===== config.mk =====
export PLATFORM = sky130hd
export DESIGN_NAME = sti_serializer_p_flat
export DESIGN_NICKNAME = d
export VERILOG_FILES = /design/src/rtl/sti_serializer_p_if.sv /design/src/rtl/sti_serializer_p.sv /design/src/flat_wrapper.sv
export SDC_FILE = /design/constraint.sdc
export NUM_CORES = 1
export LEC_CHECK = 0
export CORE_MARGIN = 5
export CORE_UTILIZATION = 50
export CTS_CLUSTER_DIAMETER = 40
export DETAILED_ROUTE_END_ITERATION = 6
export PLACE_DENSITY = 0.71
export SYNTH_ARGS = -nofsm -noshare
export SYNTH_HDL_FRONTEND = slang
export SYNTH_SLANG_ARGS = --single-unit

===== constraint.sdc =====
create_clock -name clk -period 3.5 [get_ports clk]
set_clock_uncertainty 0.2 [all_clocks]
set_input_delay 0.525 -clock clk [delete_from_list [all_inputs] [get_ports clk]]
set_output_delay 0.525 -clock clk [all_outputs]
set_load 0.1 [all_outputs]

===== src/rtl/sti_serializer_p_if.sv =====
// Load/ready request and serial-output bundle for sti_serializer_p.
// master drives the request; slave is the serializer.
interface sti_serializer_p_if #(
    parameter int unsigned DATA_W    = 16,
    parameter int unsigned MAX_BYTES = 4
);
    localparam int unsigned LEN_W = (MAX_BYTES > 1) ? $clog2(MAX_BYTES) : 1;
    localparam int unsigned CNT_W = $clog2(8 * MAX_BYTES + 1);

    logic              load;
    logic [DATA_W-1:0] pi_data;
    logic [LEN_W-1:0]  pi_length;
    logic              pi_fill;
    logic              pi_low;
    logic              pi_msb;
    logic              ready;
    logic              so_data;
    logic              so_valid;
    logic              done;
    logic [CNT_W-1:0]  out_bit;

    modport master (
        output load, pi_data, pi_length, pi_fill, pi_low, pi_msb,
        input  ready, so_data, so_valid, done, out_bit
    );

    modport slave (
        input  load, pi_data, pi_length, pi_fill, pi_low, pi_msb,
        output ready, so_data, so_valid, done, out_bit
    );
endinterface


===== src/rtl/sti_serializer_p.sv =====
// Parametrised parallel-in/serial-out transmitter with load/ready handshake and done strobe.
// Define STI_PARITY_EN to append an even-parity bit after each frame.
module sti_serializer_p #(
    parameter int unsigned DATA_W    = 16,
    parameter int unsigned MAX_BYTES = 4
) (
    input  logic             clk,
    input  logic             reset,
    sti_serializer_p_if.slave bus
);
    localparam int unsigned LEN_W   = (MAX_BYTES > 1) ? $clog2(MAX_BYTES) : 1;
    localparam int unsigned CNT_W   = $clog2(8 * MAX_BYTES + 1);
    localparam int unsigned FRAME_W = 8 * MAX_BYTES;
    localparam logic [LEN_W-1:0] MAX_LEN    = LEN_W'(MAX_BYTES - 1);
    localparam logic [CNT_W-1:0] DATA_BITS  = CNT_W'(DATA_W);
    localparam logic [CNT_W-1:0] FRAME_BITS = CNT_W'(FRAME_W);

    typedef enum logic [1:0] {StIdle, StShift, StParity, StDone} state_e;

    state_e             state_q, state_d;
    logic [FRAME_W-1:0] frame_q, frame_d;
    logic [CNT_W-1:0]   cnt_q, cnt_d;
    logic [CNT_W-1:0]   fbits_q, fbits_d;
    logic               msb_q, msb_d;
`ifdef STI_PARITY_EN
    logic               parity_q, parity_d;
`endif

    logic [LEN_W-1:0]   len_clamp;
    logic [CNT_W-1:0]   f_new;
    logic [FRAME_W-1:0] data_ext, frame_mask, frame_new;

    always_comb begin
        len_clamp  = (bus.pi_length > MAX_LEN) ? MAX_LEN : bus.pi_length;
        f_new      = CNT_W'({len_clamp, 3'b000}) + CNT_W'(8);
        data_ext   = FRAME_W'(bus.pi_data);
        frame_mask = ~({FRAME_W{1'b1}} << f_new);
        if (f_new < DATA_BITS) begin
            frame_new = (bus.pi_low ? (data_ext >> (DATA_BITS - f_new)) : data_ext) & frame_mask;
        end else if ((f_new > DATA_BITS) && bus.pi_fill) begin
            frame_new = data_ext << (f_new - DATA_BITS);
        end else begin
            frame_new = data_ext;
        end
        // MSB-first frames are left-aligned so the next bit is always the register's top bit
        if (bus.pi_msb) begin
            frame_new = frame_new << (FRAME_BITS - f_new);
        end
    end

    always_comb begin
        state_d      = state_q;
        frame_d      = frame_q;
        cnt_d        = cnt_q;
        fbits_d      = fbits_q;
        msb_d        = msb_q;
`ifdef STI_PARITY_EN
        parity_d     = parity_q;
`endif
        bus.ready    = 1'b0;
        bus.so_data  = 1'b0;
        bus.so_valid = 1'b0;
        bus.done     = 1'b0;
        bus.out_bit  = fbits_q;

        unique case (state_q)
            StIdle: begin
                bus.ready = 1'b1;
                if (bus.load) begin
                    state_d  = StShift;
                    frame_d  = frame_new;
                    cnt_d    = '0;
                    fbits_d  = f_new;
                    msb_d    = bus.pi_msb;
`ifdef STI_PARITY_EN
                    parity_d = ^frame_new;
`endif
                end
            end
            StShift: begin
                bus.so_valid = 1'b1;
                bus.so_data  = msb_q ? frame_q[FRAME_W-1] : frame_q[0];
                frame_d      = msb_q ? (frame_q << 1) : (frame_q >> 1);
                cnt_d        = cnt_q + CNT_W'(1);
                if (cnt_q == fbits_q - CNT_W'(1)) begin
                    cnt_d = '0;
`ifdef STI_PARITY_EN
                    state_d = StParity;
`else
                    state_d = StDone;
`endif
                end
            end
`ifdef STI_PARITY_EN
            StParity: begin
                bus.so_valid = 1'b1;
                bus.so_data  = parity_q;
                state_d      = StDone;
            end
`endif
            StDone: begin
                bus.done = 1'b1;
                state_d  = StIdle;
                fbits_d  = '0;
                frame_d  = '0;
            end
            default: begin
                state_d = StIdle;
            end
        endcase
    end

    always_ff @(posedge clk) begin
        if (reset) begin
            state_q  <= StIdle;
            frame_q  <= '0;
            cnt_q    <= '0;
            fbits_q  <= '0;
            msb_q    <= 1'b0;
`ifdef STI_PARITY_EN
            parity_q <= 1'b0;
`endif
        end else begin
            state_q  <= state_d;
            frame_q  <= frame_d;
            cnt_q    <= cnt_d;
            fbits_q  <= fbits_d;
            msb_q    <= msb_d;
`ifdef STI_PARITY_EN
            parity_q <= parity_d;
`endif
        end
    end
endmodule


===== src/flat_wrapper.sv =====
// flat-port wrapper written by rule: the top's interface ports become plain ports
module sti_serializer_p_flat 
#(
    parameter int unsigned DATA_W    = 16,
    parameter int unsigned MAX_BYTES = 4
)
  (clk, reset, bus_load, bus_pi_data, bus_pi_length, bus_pi_fill, bus_pi_low, bus_pi_msb, bus_ready, bus_so_data, bus_so_valid, bus_done, bus_out_bit);
  sti_serializer_p_if #(.DATA_W(DATA_W), .MAX_BYTES(MAX_BYTES)) bus_i ();
  input  logic clk;
  input  logic reset;
  input wire logic [$bits(bus_i.load)-1:0] bus_load;
  input wire logic [$bits(bus_i.pi_data)-1:0] bus_pi_data;
  input wire logic [$bits(bus_i.pi_length)-1:0] bus_pi_length;
  input wire logic [$bits(bus_i.pi_fill)-1:0] bus_pi_fill;
  input wire logic [$bits(bus_i.pi_low)-1:0] bus_pi_low;
  input wire logic [$bits(bus_i.pi_msb)-1:0] bus_pi_msb;
  output wire logic [$bits(bus_i.ready)-1:0] bus_ready;
  output wire logic [$bits(bus_i.so_data)-1:0] bus_so_data;
  output wire logic [$bits(bus_i.so_valid)-1:0] bus_so_valid;
  output wire logic [$bits(bus_i.done)-1:0] bus_done;
  output wire logic [$bits(bus_i.out_bit)-1:0] bus_out_bit;
  assign bus_i.load = bus_load;
  assign bus_i.pi_data = bus_pi_data;
  assign bus_i.pi_length = bus_pi_length;
  assign bus_i.pi_fill = bus_pi_fill;
  assign bus_i.pi_low = bus_pi_low;
  assign bus_i.pi_msb = bus_pi_msb;
  assign bus_ready = bus_i.ready;
  assign bus_so_data = bus_i.so_data;
  assign bus_so_valid = bus_i.so_valid;
  assign bus_done = bus_i.done;
  assign bus_out_bit = bus_i.out_bit;
  sti_serializer_p #(.DATA_W(DATA_W), .MAX_BYTES(MAX_BYTES)) u_core (.clk(clk), .reset(reset), .bus(bus_i));
endmodule

; After elaboration in Yosys (flattened, before gate mapping)
; Index checks and enable logic that the tools add are counted.
[word_totals]
regBits = 47
output_inout_bits = 10
in_bits = 24
[op_classes]
magnitude_cmp = 3
n_shift = 4
n_bitwise = 2
addsub = 6
eq_ne = 5
reduce_logical = 10
n_mux = 21
[ops]
columns = op, count
row1 = two-way mux 32 bit, 6
row2 = one-hot mux 32 bit (3 select lines), 1
row3 = AND 32 bit, 1
row4 = inverter 32 bit, 1
row5 = << shifter 16 x 6 -> 32 bit, 1
row6 = << shifter 32 x 6 -> 32 bit, 1
row7 = "<< shifter 32 x 6 -> 32 bit, first input constant", 1
row8 = >> shifter 16 x 6 -> 32 bit, 1
row9 = one-hot mux 6 bit (2 select lines), 2
row10 = two-way mux 6 bit, 3
row11 = AND reduction 2 bit, 5
row12 = "adder 5 x 4 -> 6 bit, second input constant", 1
row13 = "adder 6 x 1 -> 6 bit, second input constant", 1
row14 = equality test 6 bit, 1
row15 = "> comparator 6 x 5 -> 1 bit, second input constant", 1
row16 = "less-than comparator 6 x 5 -> 1 bit, second input constant", 1
row17 = two-way mux 2 bit, 3
row18 = "subtractor 5 x 6 -> 6 bit, first input constant", 1
row19 = "subtractor 6 x 1 -> 6 bit, second input constant", 1
row20 = "subtractor 6 x 5 -> 6 bit, second input constant", 1
row21 = "subtractor 6 bit, first input constant", 1
row22 = two-way mux 1 bit, 5
row23 = one-hot mux 2 bit (2 select lines), 1
row24 = nonzero test 2 bit, 2
row25 = 8 further kinds, 8

; Longest topological paths before layout
[logic_depth]
word_depth = 12
ltp_mapped = 11
depth_no_buf = 8

; Worst setup path before layout
; Ideal clock, no wire load.
[synth_timing]
path_kind = register to output
from = reg u_core.msb_q
to = out bus_so_data
slack_ps = 543
stages_incl_launch_ff = 6
arrival_time_ps = 2232
required_time_ps = 2775
cell_sequence = dfxtp_1 -> buf_2 -> buf_4 -> buf_2 -> mux2i_1 -> nor2_1
[synth_between]
elab_chain_cells = 2
[synth_rtl]
columns = item, line
row1 = "start, declared", sti_serializer_p.sv:24  ; logic msb_q, msb_d;
row2 = "start signal, assigned", sti_serializer_p.sv:128  ; msb_q <= msb_d;
row3 = two-way mux 1 bit, sti_serializer_p.sv:82  ; bus.so_data = msb_q ? frame_q[FRAME_W-1] : frame_q[0];
row4 = two-way mux 1 bit, sti_serializer_p.sv:66  ; unique case (state_q)
row5 = "end, declared", flat_wrapper.sv:18  ; output wire logic [$bits(bus_i.so_data)-1:0] bus_so_data;
; No other way between the ends.

; Final worst setup path
[layout_timing]
from = in bus_pi_length[0]
to = reg u_core.frame_q[30]
[layout_between]
elab_chain_cells = 12
word_cells_on_any_way = 21
[layout_rtl]
columns = item, line
row1 = "start, declared", flat_wrapper.sv:13  ; input wire logic [$bits(bus_i.pi_length)-1:0] bus_pi_length;
row2 = > comparator 2 bit, sti_serializer_p.sv:34  ; len_clamp = (bus.pi_length > MAX_LEN) ? MAX_LEN : bus.pi_length;
row3 = two-way mux 2 bit *, sti_serializer_p.sv:34
row4 = adder 5 x 4 -> 6 bit *, sti_serializer_p.sv:35  ; f_new = CNT_W'({len_clamp, 3'b000}) + CNT_W'(8);
row5 = subtractor 5 x 6 -> 6 bit, sti_serializer_p.sv:39  ; frame_new = (bus.pi_low ? (data_ext >> (DATA_BITS - f_new)) : data_ext) & frame_mask;
row6 = >> shifter 16 x 6 -> 32 bit, sti_serializer_p.sv:39
row7 = two-way mux 32 bit, sti_serializer_p.sv:39
row8 = AND 32 bit, sti_serializer_p.sv:39
row9 = two-way mux 32 bit, sti_serializer_p.sv:38  ; if (f_new < DATA_BITS) begin
row10 = << shifter 32 x 6 -> 32 bit, sti_serializer_p.sv:47  ; frame_new = frame_new << (FRAME_BITS - f_new);
row11 = two-way mux 32 bit *, sti_serializer_p.sv:46  ; if (bus.pi_msb) begin
row12 = two-way mux 32 bit *, sti_serializer_p.sv:69  ; if (bus.load) begin
row13 = one-hot mux 32 bit (3 select lines) *, sti_serializer_p.sv:66
row14 = "end signal, assigned", sti_serializer_p.sv:125  ; frame_q <= frame_d;
row15 = "end, declared", sti_serializer_p.sv:21  ; logic [FRAME_W-1:0] frame_q, frame_d;
; Every way passes the cells marked *; elsewhere a longest branch is shown, timed or not. The select of a mux whose other input is x is not followed.
; A chain may end at the register's enable or synchronous reset.

==> metrics.cfg <==
[worst_setup_path]
crit_arrival_ps = 3060
r2r_slack_ps = 1200
slowest_delay_ps = 600
criticalPathCategory = in -> reg
cp_num_buf_inv = 2
worstReg2RegEnd = u_core.frame_q[29]
critPathTopFamily = simple AND/OR/NAND/NOR gates
endpoint_kind = flop
crit_chain = clkdlybuf4s50_1 > ha_1 > inv_1 > ha_1 > and3b_1 > o21ai_0 > nor2_1 > a221oi_1 > nor3_1
critPathLaunchType = primary input
cp_slowest_cell = clkdlybuf4s50_1
critPathMaxFanout = 7
crit_top_cell = ha_1
worstPathRequired_ps = 3530
r2r_cells = 7
reg2reg_from = u_core.state_q[1]

[floorplan]
core-area_um2 = 7210
num_rows = 31
die_h_um = 95.9
ioPinCount = 34
initial_utilization = 0.511
die_w_um = 95.9
die_area_um2 = 9190

[sta]
slew-limit-headroom = 0.355
tightestPinTransition_ps = 965
finalCritPeriodShare = 0.866
rsz0062_at_grt = false
setup_viol = 0
hold_viol = 0
timing.hold.ws_ps = 316
min_period_ps = 3030
fin_ws_ps = 468
drv_slew = 0
fmax_ghz = 0.330
finalSetupTns_ps = 0

[logic_synthesis]
ys_types = 60
yosysWarnings = 0
synth-seq-area-share = 0.239
synth_top_flop_cell = dfxtp_1
synth_top_family_by_area = compound AO/OA/AOI/OAI gates
synth_area_leader_cell = dfxtp_1
synth_compound_area_frac = 0.294
post-synth-top-count-cell = a21oi_1
syn_area_um2 = 3690
synthXorXnorAreaFrac = 0.0227
syn-mean-instance-area_um2 = 7.73
synth-simple-area-share = 0.210
synth_top_area_frac = 0.239
ys_top_cells_by_count = a21oi_1, nor2_1, dfxtp_1, nand2_1, o21ai_0
synth_fa_ha_area_frac = 0.0271
synthMuxAreaShare = 0.147
async_flop_share = 0
synth.area.top_cells = dfxtp_1, mux2i_1, mux2_2, a21oi_1, o21ai_0
ys_ff_latch = 44
synth-edff-count = 0
syn_inst = 477

[drt]
drc = 0
routed_wl_um = 12600
wire_per_inst_um = 21.0
vias_per_cell = 6.62
first_pass_iters = 6
antenna_left = 0
num_vias = 3965
drt_iter0_markers = 320

[clock_tree]
post_cts_buffers = 0
clk_latency_ps = 310
hold_buffers = 0
cts_tree = done
clkSinkCount = 44
clock_path_buffers = 2
clkTransAtPathRegs_ps = 90
htreeDepth = 2
cts_root_buf = clkbuf_8
cts_resized = 0
cts_buffers = 5

[place]
hpwl_um = 9140
dp_slack_ps = 196
io_buffers = 30
place_congestion = 0.949

[outcome]
outcome = completed

[power_and_ir_drop]
p_per_area_nw_per_um2 = 365
vdd_drop_max_v = 0.000254
p_leak_nw = 1.54

[hold_path]
min_to = u_core.frame_q[2]
min_from = u_core.frame_q[2]
holdCritPathClass = reg -> reg
hold_depth = 2

[layout]
antennaDiodeCount = 0
area.growth.synth_to_final_pct = 15.1
nNetsFinal = 532
layout-drive-gt1-share = 0.146

[global_routing]
antenna_found_initial = 0
grt_usage = 0.279
grt_max_degree = 40
grt_overflow_total = 0
grt_pass1_vias = 3565
grt_pass1_wl_um = 19600

[flow_run]
maxCapViolCount = 0

[worst min-delay path, cell delays in order, from the launching register on]
cell	delay [ps]
dfxtp_1	340
nor2_1	100
nor3_1	40
[worst max path at each step]
stage                startpoint  cells past startpoint                  to  slack [ps]
2_1_floorplan      u_core.msb_q                      5         bus_so_data         540
3_3_place_gp   bus_pi_length[1]                      8  u_core.frame_q[30]         220
3_5_place_dp   bus_pi_length[0]                      8  u_core.frame_q[27]         200
4_1_cts        bus_pi_length[0]                      8  u_core.frame_q[27]         500
5_1_grt        bus_pi_length[0]                      9  u_core.frame_q[31]         310
6_report       bus_pi_length[0]                      9  u_core.frame_q[30]         470
[metal layers]
metal	vias up	share of wire	global-route usage
met3	46	0.089	0.0555
met1	1867	0.42	0.368
met2	211	0.44	0.434
met4	0	0.047	0.136
li1	1841	-	-
met5	-	0	0
[area by class of cell]
cell class	instances	area (um^2)
inverter	9	33.8
clock inverter	2	60.1
timing repair buffer	53	483
sequential	44	881
clock buffer	5	68.8
tap	99	124
fill	708	2970
multi-input combinational	387	2590
[stage by stage]
| stage | total power [W] | instance area (um^2) | instances | util |
|---|---|---|---|---|
| CTS | 0.00154 | 4240 | 599 | 0.588 |
| global placement | 0.00108 | 4120 | 592 | 0.570 |
| floorplan | 0.000915 | 3700 | 479 | - |
| detailed placement | 0.00108 | 4120 | 592 | 0.570 |
| finish | 0.00155 | 4240 | 599 | 0.588 |
| global route | 0.00161 | 4240 | 599 | 0.588 |
[cells in the final DEF (no fill, tap or decap), types with 6 or more instances in the layout]
cell             Yosys  layout
mux2_2              24      24
a221o_1              6       6
and2_1               6       6
ha_1                 8       8
nand2_1             36      36
mux2i_1             27      27
buf_4                7      27
a21oi_1             50      50
o21ai_0             36      36
o22ai_1              6       6
o2bb2ai_1            7       7
nor2_1              45      45
nand3_1             14      14
o211ai_1             8       8
a221oi_1            13      13
a211oi_1             6       6
nor3_1              23      23
clkdlybuf4s50_1      0      24
dfxtp_1             44      44
[kinds of logic after synthesis]
family,Yosys count
AOI/OAI and AO/OA,163
and+or+nand+nor,155
muxes,51
buffers and inverters,48
DFF,44
adders and majority gates,8
xor gates and xnor gates,7
other,1
[where the power goes]
group	total (W)	internal (W)	leakage [nW]	switching, W
Combinational	0.000516	0.000195	1.12	0.000321
Sequential	0.000563	0.000533	0.361	0.0000299
Clock	0.000471	0.000281	0.0642	0.000190
Total	0.00155	0.00101	1.54	0.000541
[flip-flops by register name, summed over array words and instances, names as in the netlist]
| name | flops |
|---|---|
| u_core.cnt_q | 6 |
| u_core.state_q | 2 |
| u_core.frame_q | 32 |
| u_core.bus.out_bit | 3 |
| u_core.msb_q | 1 |
Note: power is estimated with default switching activity, not from simulation.
